$ cat config.mk
export PLATFORM = sky130hd
export DESIGN_NAME = dmem_arbiter_flat
export DESIGN_NICKNAME = d
export VERILOG_FILES = /design/src/rtl/dmem_arbiter_if.sv /design/src/rtl/dmem_arbiter.sv /design/src/flat_wrapper.sv
export SDC_FILE = /design/constraint.sdc
export NUM_CORES = 1
export LEC_CHECK = 0
export CAP_MARGIN = 10
export CORE_ASPECT_RATIO = 0.8
export CORE_MARGIN = 1.5
export CORE_UTILIZATION = 33
export CTS_BUF_LIST = sky130_fd_sc_hd__clkbuf_8
export DETAILED_ROUTE_END_ITERATION = 8
export PLACE_DENSITY = 0.83
export SETUP_SLACK_MARGIN = 0.02
export SLEW_MARGIN = 40
export SYNTH_ARGS = -nofsm -noshare
export SYNTH_HDL_FRONTEND = slang
export SYNTH_SLANG_ARGS = --single-unit
$ cat constraint.sdc
create_clock -name clk -period 2 [get_ports clk]
set_input_delay 0.4 -clock clk [delete_from_list [all_inputs] [get_ports clk]]
set_output_delay 0.4 -clock clk [all_outputs]
set_load 0.02 [all_outputs]
$ cat src/rtl/dmem_arbiter_if.sv
// dmem_arbiter_if: request/response bundle for one requester port of the
// data-memory arbiter (core load/store path or host loader port).
//   req    master->slave  access request, held until gnt
//   we     master->slave  1=write, 0=read
//   addr   master->slave  byte address
//   wdata  master->slave  write data
//   gnt    slave->master  access performed this cycle (combinational)
//   rvalid slave->master  read data valid, cycle after a read grant
//   rdata  slave->master  read data, 0 while rvalid=0
interface dmem_arbiter_if #(
  parameter int AW = 8,
  parameter int DW = 8
);
  logic          req;
  logic          we;
  logic [AW-1:0] addr;
  logic [DW-1:0] wdata;
  logic          gnt;
  logic          rvalid;
  logic [DW-1:0] rdata;

  modport master (output req, we, addr, wdata, input gnt, rvalid, rdata);
  modport slave  (input req, we, addr, wdata, output gnt, rvalid, rdata);
endinterface

$ cat src/rtl/dmem_arbiter.sv
// dmem_arbiter: shares a single-port byte-wide synchronous data memory between
// the core load/store port and the host port. One access per cycle,
// round-robin on conflict; the host may lock the memory for bursts of at most
// LOCK_MAX cycles, after which the core gets one guaranteed slot.
// Ports:
//   clk, reset            clock, synchronous active-high reset
//   core, host            requester ports (dmem_arbiter_if.slave)
//   host_lock             host requests/keeps exclusive ownership
//   mem_en/we/addr/wdata  memory strobe and muxed winner command (0 when idle)
//   mem_rdata             memory read data, valid cycle after a read strobe
//   core_stall_cnt        (only with DMEM_ARB_STATS_EN) saturating count of
//                         cycles the core requested without a grant
module dmem_arbiter #(
  parameter int AW       = 8,
  parameter int DW       = 8,
  parameter int LOCK_MAX = 16
) (
  input  logic          clk,
  input  logic          reset,
  dmem_arbiter_if.slave core,
  dmem_arbiter_if.slave host,
  input  logic          host_lock,
  output logic          mem_en,
  output logic          mem_we,
  output logic [AW-1:0] mem_addr,
  output logic [DW-1:0] mem_wdata,
  input  logic [DW-1:0] mem_rdata
`ifdef DMEM_ARB_STATS_EN
  ,
  output logic [15:0]   core_stall_cnt
`endif
);
  localparam int   CW   = $clog2(LOCK_MAX + 1);
  localparam logic CORE = 1'b0;
  localparam logic HOST = 1'b1;

  typedef enum logic [1:0] {ARB, LOCKED, YIELD} state_e;

  state_e        state_q, state_d;
  logic          last_q, last_d;   // port granted most recently
  logic [CW-1:0] cnt_q, cnt_d;     // host-owned cycles in current burst
  logic [1:0]    rd_q;             // read owner tag, one bit per port
  logic [1:0]    req, gnt;

  assign req = {host.req, core.req};

  // State register
  always_ff @(posedge clk) begin
    if (reset) begin
      state_q <= ARB;
      last_q  <= HOST;
      cnt_q   <= '0;
      rd_q    <= '0;
    end else begin
      state_q <= state_d;
      last_q  <= last_d;
      cnt_q   <= cnt_d;
      rd_q    <= gnt & {2{~mem_we}};
    end
  end

  // Next state
  always_comb begin
    state_d = state_q;
    last_d  = last_q;
    cnt_d   = cnt_q;
    if (|gnt) last_d = gnt[HOST];
    case (state_q)
      ARB: if (gnt[HOST] && host_lock) begin
        state_d = LOCKED;
        cnt_d   = CW'(1);
      end
      LOCKED: begin
        cnt_d = cnt_q + 1'b1;
        if (!host_lock) begin
          state_d = ARB;
          last_d  = HOST;
        end else if (cnt_d == CW'(LOCK_MAX)) begin
          // burst has used its full budget: give the core one slot
          state_d = YIELD;
        end
      end
      YIELD:   state_d = ARB;
      default: state_d = ARB;
    endcase
  end

  // Grants; forced to 0 during reset so every output is quiet that cycle
  always_comb begin
    gnt = '0;
    if (!reset) begin
      case (state_q)
        ARB: begin
          if (&req) gnt[~last_q] = 1'b1;
          else      gnt = req;
        end
        LOCKED: gnt[HOST] = req[HOST];
        YIELD: begin
          gnt[CORE] = req[CORE];
          gnt[HOST] = req[HOST] & ~req[CORE];
        end
        default: gnt = '0;
      endcase
    end
  end

  assign core.gnt = gnt[CORE];
  assign host.gnt = gnt[HOST];
  assign mem_en   = |gnt;

  always_comb begin
    mem_we    = 1'b0;
    mem_addr  = '0;
    mem_wdata = '0;
    if (gnt[CORE]) begin
      mem_we    = core.we;
      mem_addr  = core.addr;
      mem_wdata = core.wdata;
    end else if (gnt[HOST]) begin
      mem_we    = host.we;
      mem_addr  = host.addr;
      mem_wdata = host.wdata;
    end
  end

  // A read granted just before reset must not surface during reset
  assign core.rvalid = rd_q[CORE] & ~reset;
  assign host.rvalid = rd_q[HOST] & ~reset;
  assign core.rdata  = core.rvalid ? mem_rdata : '0;
  assign host.rdata  = host.rvalid ? mem_rdata : '0;

`ifdef DMEM_ARB_STATS_EN
  logic [15:0] stall_q;
  always_ff @(posedge clk) begin
    if (reset)
      stall_q <= '0;
    else if (req[CORE] && !gnt[CORE] && stall_q != 16'hFFFF)
      stall_q <= stall_q + 16'd1;
  end
  assign core_stall_cnt = stall_q;
`endif
endmodule

$ cat src/flat_wrapper.sv
// flat-port wrapper written by rule: the top's interface ports become plain ports
module dmem_arbiter_flat 
#(
  parameter int AW       = 8,
  parameter int DW       = 8,
  parameter int LOCK_MAX = 16
)
  (clk, reset, host_lock, mem_en, mem_we, mem_addr, mem_wdata, mem_rdata, core_req, core_we, core_addr, core_wdata, core_gnt, core_rvalid, core_rdata, host_req, host_we, host_addr, host_wdata, host_gnt, host_rvalid, host_rdata);
  dmem_arbiter_if #(.AW(AW), .DW(DW)) core_i ();
  dmem_arbiter_if #(.AW(AW), .DW(DW)) host_i ();
  input  logic clk;
  input  logic reset;
  input  logic host_lock;
  output logic mem_en;
  output logic mem_we;
  output logic [AW-1:0] mem_addr;
  output logic [DW-1:0] mem_wdata;
  input  logic [DW-1:0] mem_rdata;
  input wire logic [$bits(core_i.req)-1:0] core_req;
  input wire logic [$bits(core_i.we)-1:0] core_we;
  input wire logic [$bits(core_i.addr)-1:0] core_addr;
  input wire logic [$bits(core_i.wdata)-1:0] core_wdata;
  output wire logic [$bits(core_i.gnt)-1:0] core_gnt;
  output wire logic [$bits(core_i.rvalid)-1:0] core_rvalid;
  output wire logic [$bits(core_i.rdata)-1:0] core_rdata;
  input wire logic [$bits(host_i.req)-1:0] host_req;
  input wire logic [$bits(host_i.we)-1:0] host_we;
  input wire logic [$bits(host_i.addr)-1:0] host_addr;
  input wire logic [$bits(host_i.wdata)-1:0] host_wdata;
  output wire logic [$bits(host_i.gnt)-1:0] host_gnt;
  output wire logic [$bits(host_i.rvalid)-1:0] host_rvalid;
  output wire logic [$bits(host_i.rdata)-1:0] host_rdata;
  assign core_i.req = core_req;
  assign core_i.we = core_we;
  assign core_i.addr = core_addr;
  assign core_i.wdata = core_wdata;
  assign core_gnt = core_i.gnt;
  assign core_rvalid = core_i.rvalid;
  assign core_rdata = core_i.rdata;
  assign host_i.req = host_req;
  assign host_i.we = host_we;
  assign host_i.addr = host_addr;
  assign host_i.wdata = host_wdata;
  assign host_gnt = host_i.gnt;
  assign host_rvalid = host_i.rvalid;
  assign host_rdata = host_i.rdata;
  dmem_arbiter #(.AW(AW), .DW(DW), .LOCK_MAX(LOCK_MAX)) u_core (.clk(clk), .reset(reset), .core(core_i), .host(host_i), .host_lock(host_lock), .mem_en(mem_en), .mem_we(mem_we), .mem_addr(mem_addr), .mem_wdata(mem_wdata), .mem_rdata(mem_rdata));
endmodule
==> impl_metrics.csv <==
group,metric,value,unit
cts,cts_buffers,3,
cts,clockBufferDepth,2,
floorplanning,die_h,52.3,µm
critical_path,crit_required,1600,ps
yosys,netlist_area,1000,µm²
cells_and_area,area_delta_synth_final,107,%
yosys,synth_edf_count,0,
min_path,hold_path_class,"flop to flop",
timing,finClkSkew,3.18,ps
yosys,yosys.area.top_type_share,20.0,%
detailed_routing,viasPerCell,5.03,
floorplanning,rows,17,
yosys,synth.area.top_cells,"dfxtp_1 20%, o31ai_1 12%, and2_1 10%",
cts,h-tree-depth,1,
timing,rsz0062_at_grt,"true",
cells_and_area,drive_gt1_share,31.0,%
detailed_routing,top_layer_used,"met4",
placed_design,gp_congestion,0.754,
yosys,yosys.area.top_type,"dfxtp_1",
detailed_routing,drt_wl_total,3920,µm
cells_and_area,diodes,0,
power_and_ir_drop,finalPower,778,µW
critical_path,crit_chain,"or3b_4 -> buf_6 -> buf_12 -> nand3_1 -> o31ai_1 -> buf_2",
critical_path,cp-start-kind,"flop",
placed_design,io_buffers,84,
cts,cts-hold-fix-buffers,0,
timing,fmax,0.503,GHz
floorplanning,io_pins,85,
critical_path,cp_data_arrival_time,1590,ps
timing,max-slew-margin-rel,76.9,%
yosys,ys.flop_type,"dfxtp_1",
yosys,ys_types,36,
yosys,syn_avg_cell_area,7.32,µm²
critical_path,path_max_fanout,17,
detailed_routing,drt_first_iter_violations,84,
cells_and_area,fillCellCount,216,
grt,grt_pass1_vias,1396,
cts,cts.sinks,10,
cells_and_area,nets,295,
detailed_routing,drcViolationCount,0,
critical_path,cp_slowest_cell,"or3b_4",
detailed_routing,route.met2.wl,2000,µm
power_and_ir_drop,peakVddDrop,0.000241,V
cts,tritoncts,"yes",
critical_path,slowest_delay,400,ps
cells_and_area,design_area,2080,µm²
detailed_routing,wl_met3,240,µm
floorplanning,core_area,2830,µm²
placed_design,place_hpwl,2770,µm
floorplanning,die_area,3380,µm²
detailed_routing,detail-route-antenna-nets,0,
power_and_ir_drop,p_int,532,µW
detailed_routing,num_vias,1423,
power_and_ir_drop,p_sw_share,31.6,%
yosys,syn_nets,185,
power_and_ir_drop,comb_power_share,46.1,%
cts,clk_pin_slew,50,ps
yosys,ys_seq_area_share,20.0,%
yosys,yosys_register_bits,10,
timing,setup_viol,0,
grt,track_usage,23.1,%
power_and_ir_drop,pwr-share-seq,27.2,%
cts,clk-insertion-delay-late,240,ps
power_and_ir_drop,total_leakage_power,1.03,nW
power_and_ir_drop,netSwitchingPower,246,µW
yosys,ys_warn_count,0,
grt,grt_max_degree,18,
grt,grt_pass1_wl,6100,µm
run_status,status,"finished, final reports clean",
timing,tightest_slew,337,ps
power_and_ir_drop,power_density,375,nW/µm²
placed_design,placed_area,2010,µm²
timing,drv_slew,0,
critical_path,critPathKind,"flop to output port",
detailed_routing,drt-met1-wl,1620,µm
yosys,async_reset_ff_share,0,%
floorplanning,fp.dieW,64.7,µm
timing,hold_viol,0,
detailed_routing,wl_per_cell,13.9,µm
cts,cts_root_buf,"clkbuf_8",
grt,grt_overflow,0,
power_and_ir_drop,p_clk_share,26.7,%
floorplanning,initial_utilization,35.5,%
job,cap_violations,0,
detailed_routing,drt_first_pass_iters,4,
grt,antenna_found_initial,0,
critical_path,cp-end-kind,"output port",
timing,period_needed,1990,ps
timing,fin_crit_sh,99.3,%
timing,holdWs,517,ps
yosys,netlist_instances,137,
[flip-flops by register name (all words and copies together) (netlist names)]
name            cells
u_core.cnt_q        5
u_core.state_q      2
u_core.last_q       1
u_core.rd_q         2
[metrics by stage]
stage                     TNS (ps)  cells  setup WS (ps)  utilization, %
after floorplan                  0    137           84.1               -
after global placement      -19650    273           -689            71.0
after detailed placement    -20290    273           -731            71.0
after CTS                    -54.5    284          -54.5            72.6
after global routing          -110    283          -22.3            73.4
final                            0    283           13.4            73.4
[Yosys cell counts (all sizes together), types with 2 or more instances]
| cell | n |
|---|---|
| a211oi | 2 |
| a21oi | 4 |
| and2 | 16 |
| buf | 6 |
| clkbuf | 4 |
| dfxtp | 10 |
| inv | 20 |
| nand2 | 8 |
| nand2b | 3 |
| nand3 | 19 |
| nor2 | 2 |
| nor2b | 3 |
| o21a | 2 |
| o21ai | 4 |
| o31ai | 16 |
| o32ai | 2 |
| xor2 | 2 |
[path summary, 6_finish.rpt]
path                                        from                             end  slack, ps  depth (start not counted)
setup / recovery  u_core.state_q[1]$_SDFFE_PP0P_                    mem_wdata[2]         10                          6
hold / removal      u_core.cnt_q[2]$_SDFFE_PP0P_  u_core.state_q[1]$_SDFFE_PP0P_        520                          2
setup reg to reg  u_core.state_q[0]$_SDFFE_PP0P_       u_core.rd_q[1]$_SDFF_PP0_        430                          8
hold reg to reg     u_core.cnt_q[2]$_SDFFE_PP0P_  u_core.state_q[1]$_SDFFE_PP0P_        520                          2
[kinds of logic (layout without fill, tap and decap cells)]
kind of cell | after synthesis | in the layout | share of synthesized area (%)
AOI/OAI and AO/OA | 35 | 35 | 26.4
xor gates and xnor gates | 2 | 2 | 1.75
and+or+nand+nor | 58 | 58 | 34.7
muxes | 1 | 1 | 0.998
DFF | 10 | 10 | 19.9
adders and majority gates | 1 | 1 | 1.25
buffers and inverters | 30 | 138 | 15.0
[area by class of cell]
type                            instances  area [µm²]  share of cell area (%)
Sequential cell                        10         204                    9.83
Inverter                               20        75.1                    3.62
Tap cell                               38        47.5                    2.29
Multi-Input combinational cell         97         704                    33.9
Timing Repair Buffer                  115        1000                    48.3
Clock buffer                            3        41.3                    1.99
[routing by layer]
layer  GRT usage [%]  up-vias
li1                -      695
met1            25.6      662
met2            45.5       60
met3            4.52        6
met4            5.67        0
met5               0        -
[cells in the final DEF, fill, tap and decap left out, types with 2 or more instances in the layout]
cell type        instances
clkdlybuf4s50_1         43
buf_4                   29
inv_1                   19
dlygate4sd2_1           19
buf_2                   17
and2_1                  16
nand3_1                 13
o31ai_1                 13
dfxtp_1                  7
nand3_2                  6
nand2_1                  6
a21oi_1                  4
nor2b_1                  3
o31ai_2                  3
o21ai_0                  3
nand2b_1                 3
clkbuf_8                 3
buf_12                   3
buf_6                    3
dfxtp_2                  3
nor2_1                   2
xor2_1                   2
o32ai_1                  2
o21a_1                   2
[power groups by stage]
stage	logic, mW	clock network, mW	registers [mW]
floorplan	0.150	0	0.214
global placement	0.347	0	0.213
detailed placement	0.355	0	0.214
CTS	0.354	0.211	0.210
global route	0.381	0.216	0.211
finish	0.359	0.208	0.211
[critical path, delay by kind of cell, from the launching register on]
family | cells | cell delay, ps
AO/OA/AOI/OAI | 1 | 80
flip-flops | 1 | 330
AND/OR/NAND/NOR | 2 | 490
buffers and inverters | 3 | 430
[what timing repair did]
item,CTS,global route
resized for setup,131,18
cloned,1,0
pin swaps,4,3
setup endpoints to repair,38,20
setup buffers,7,0
(Power assumes the default switching activity.)
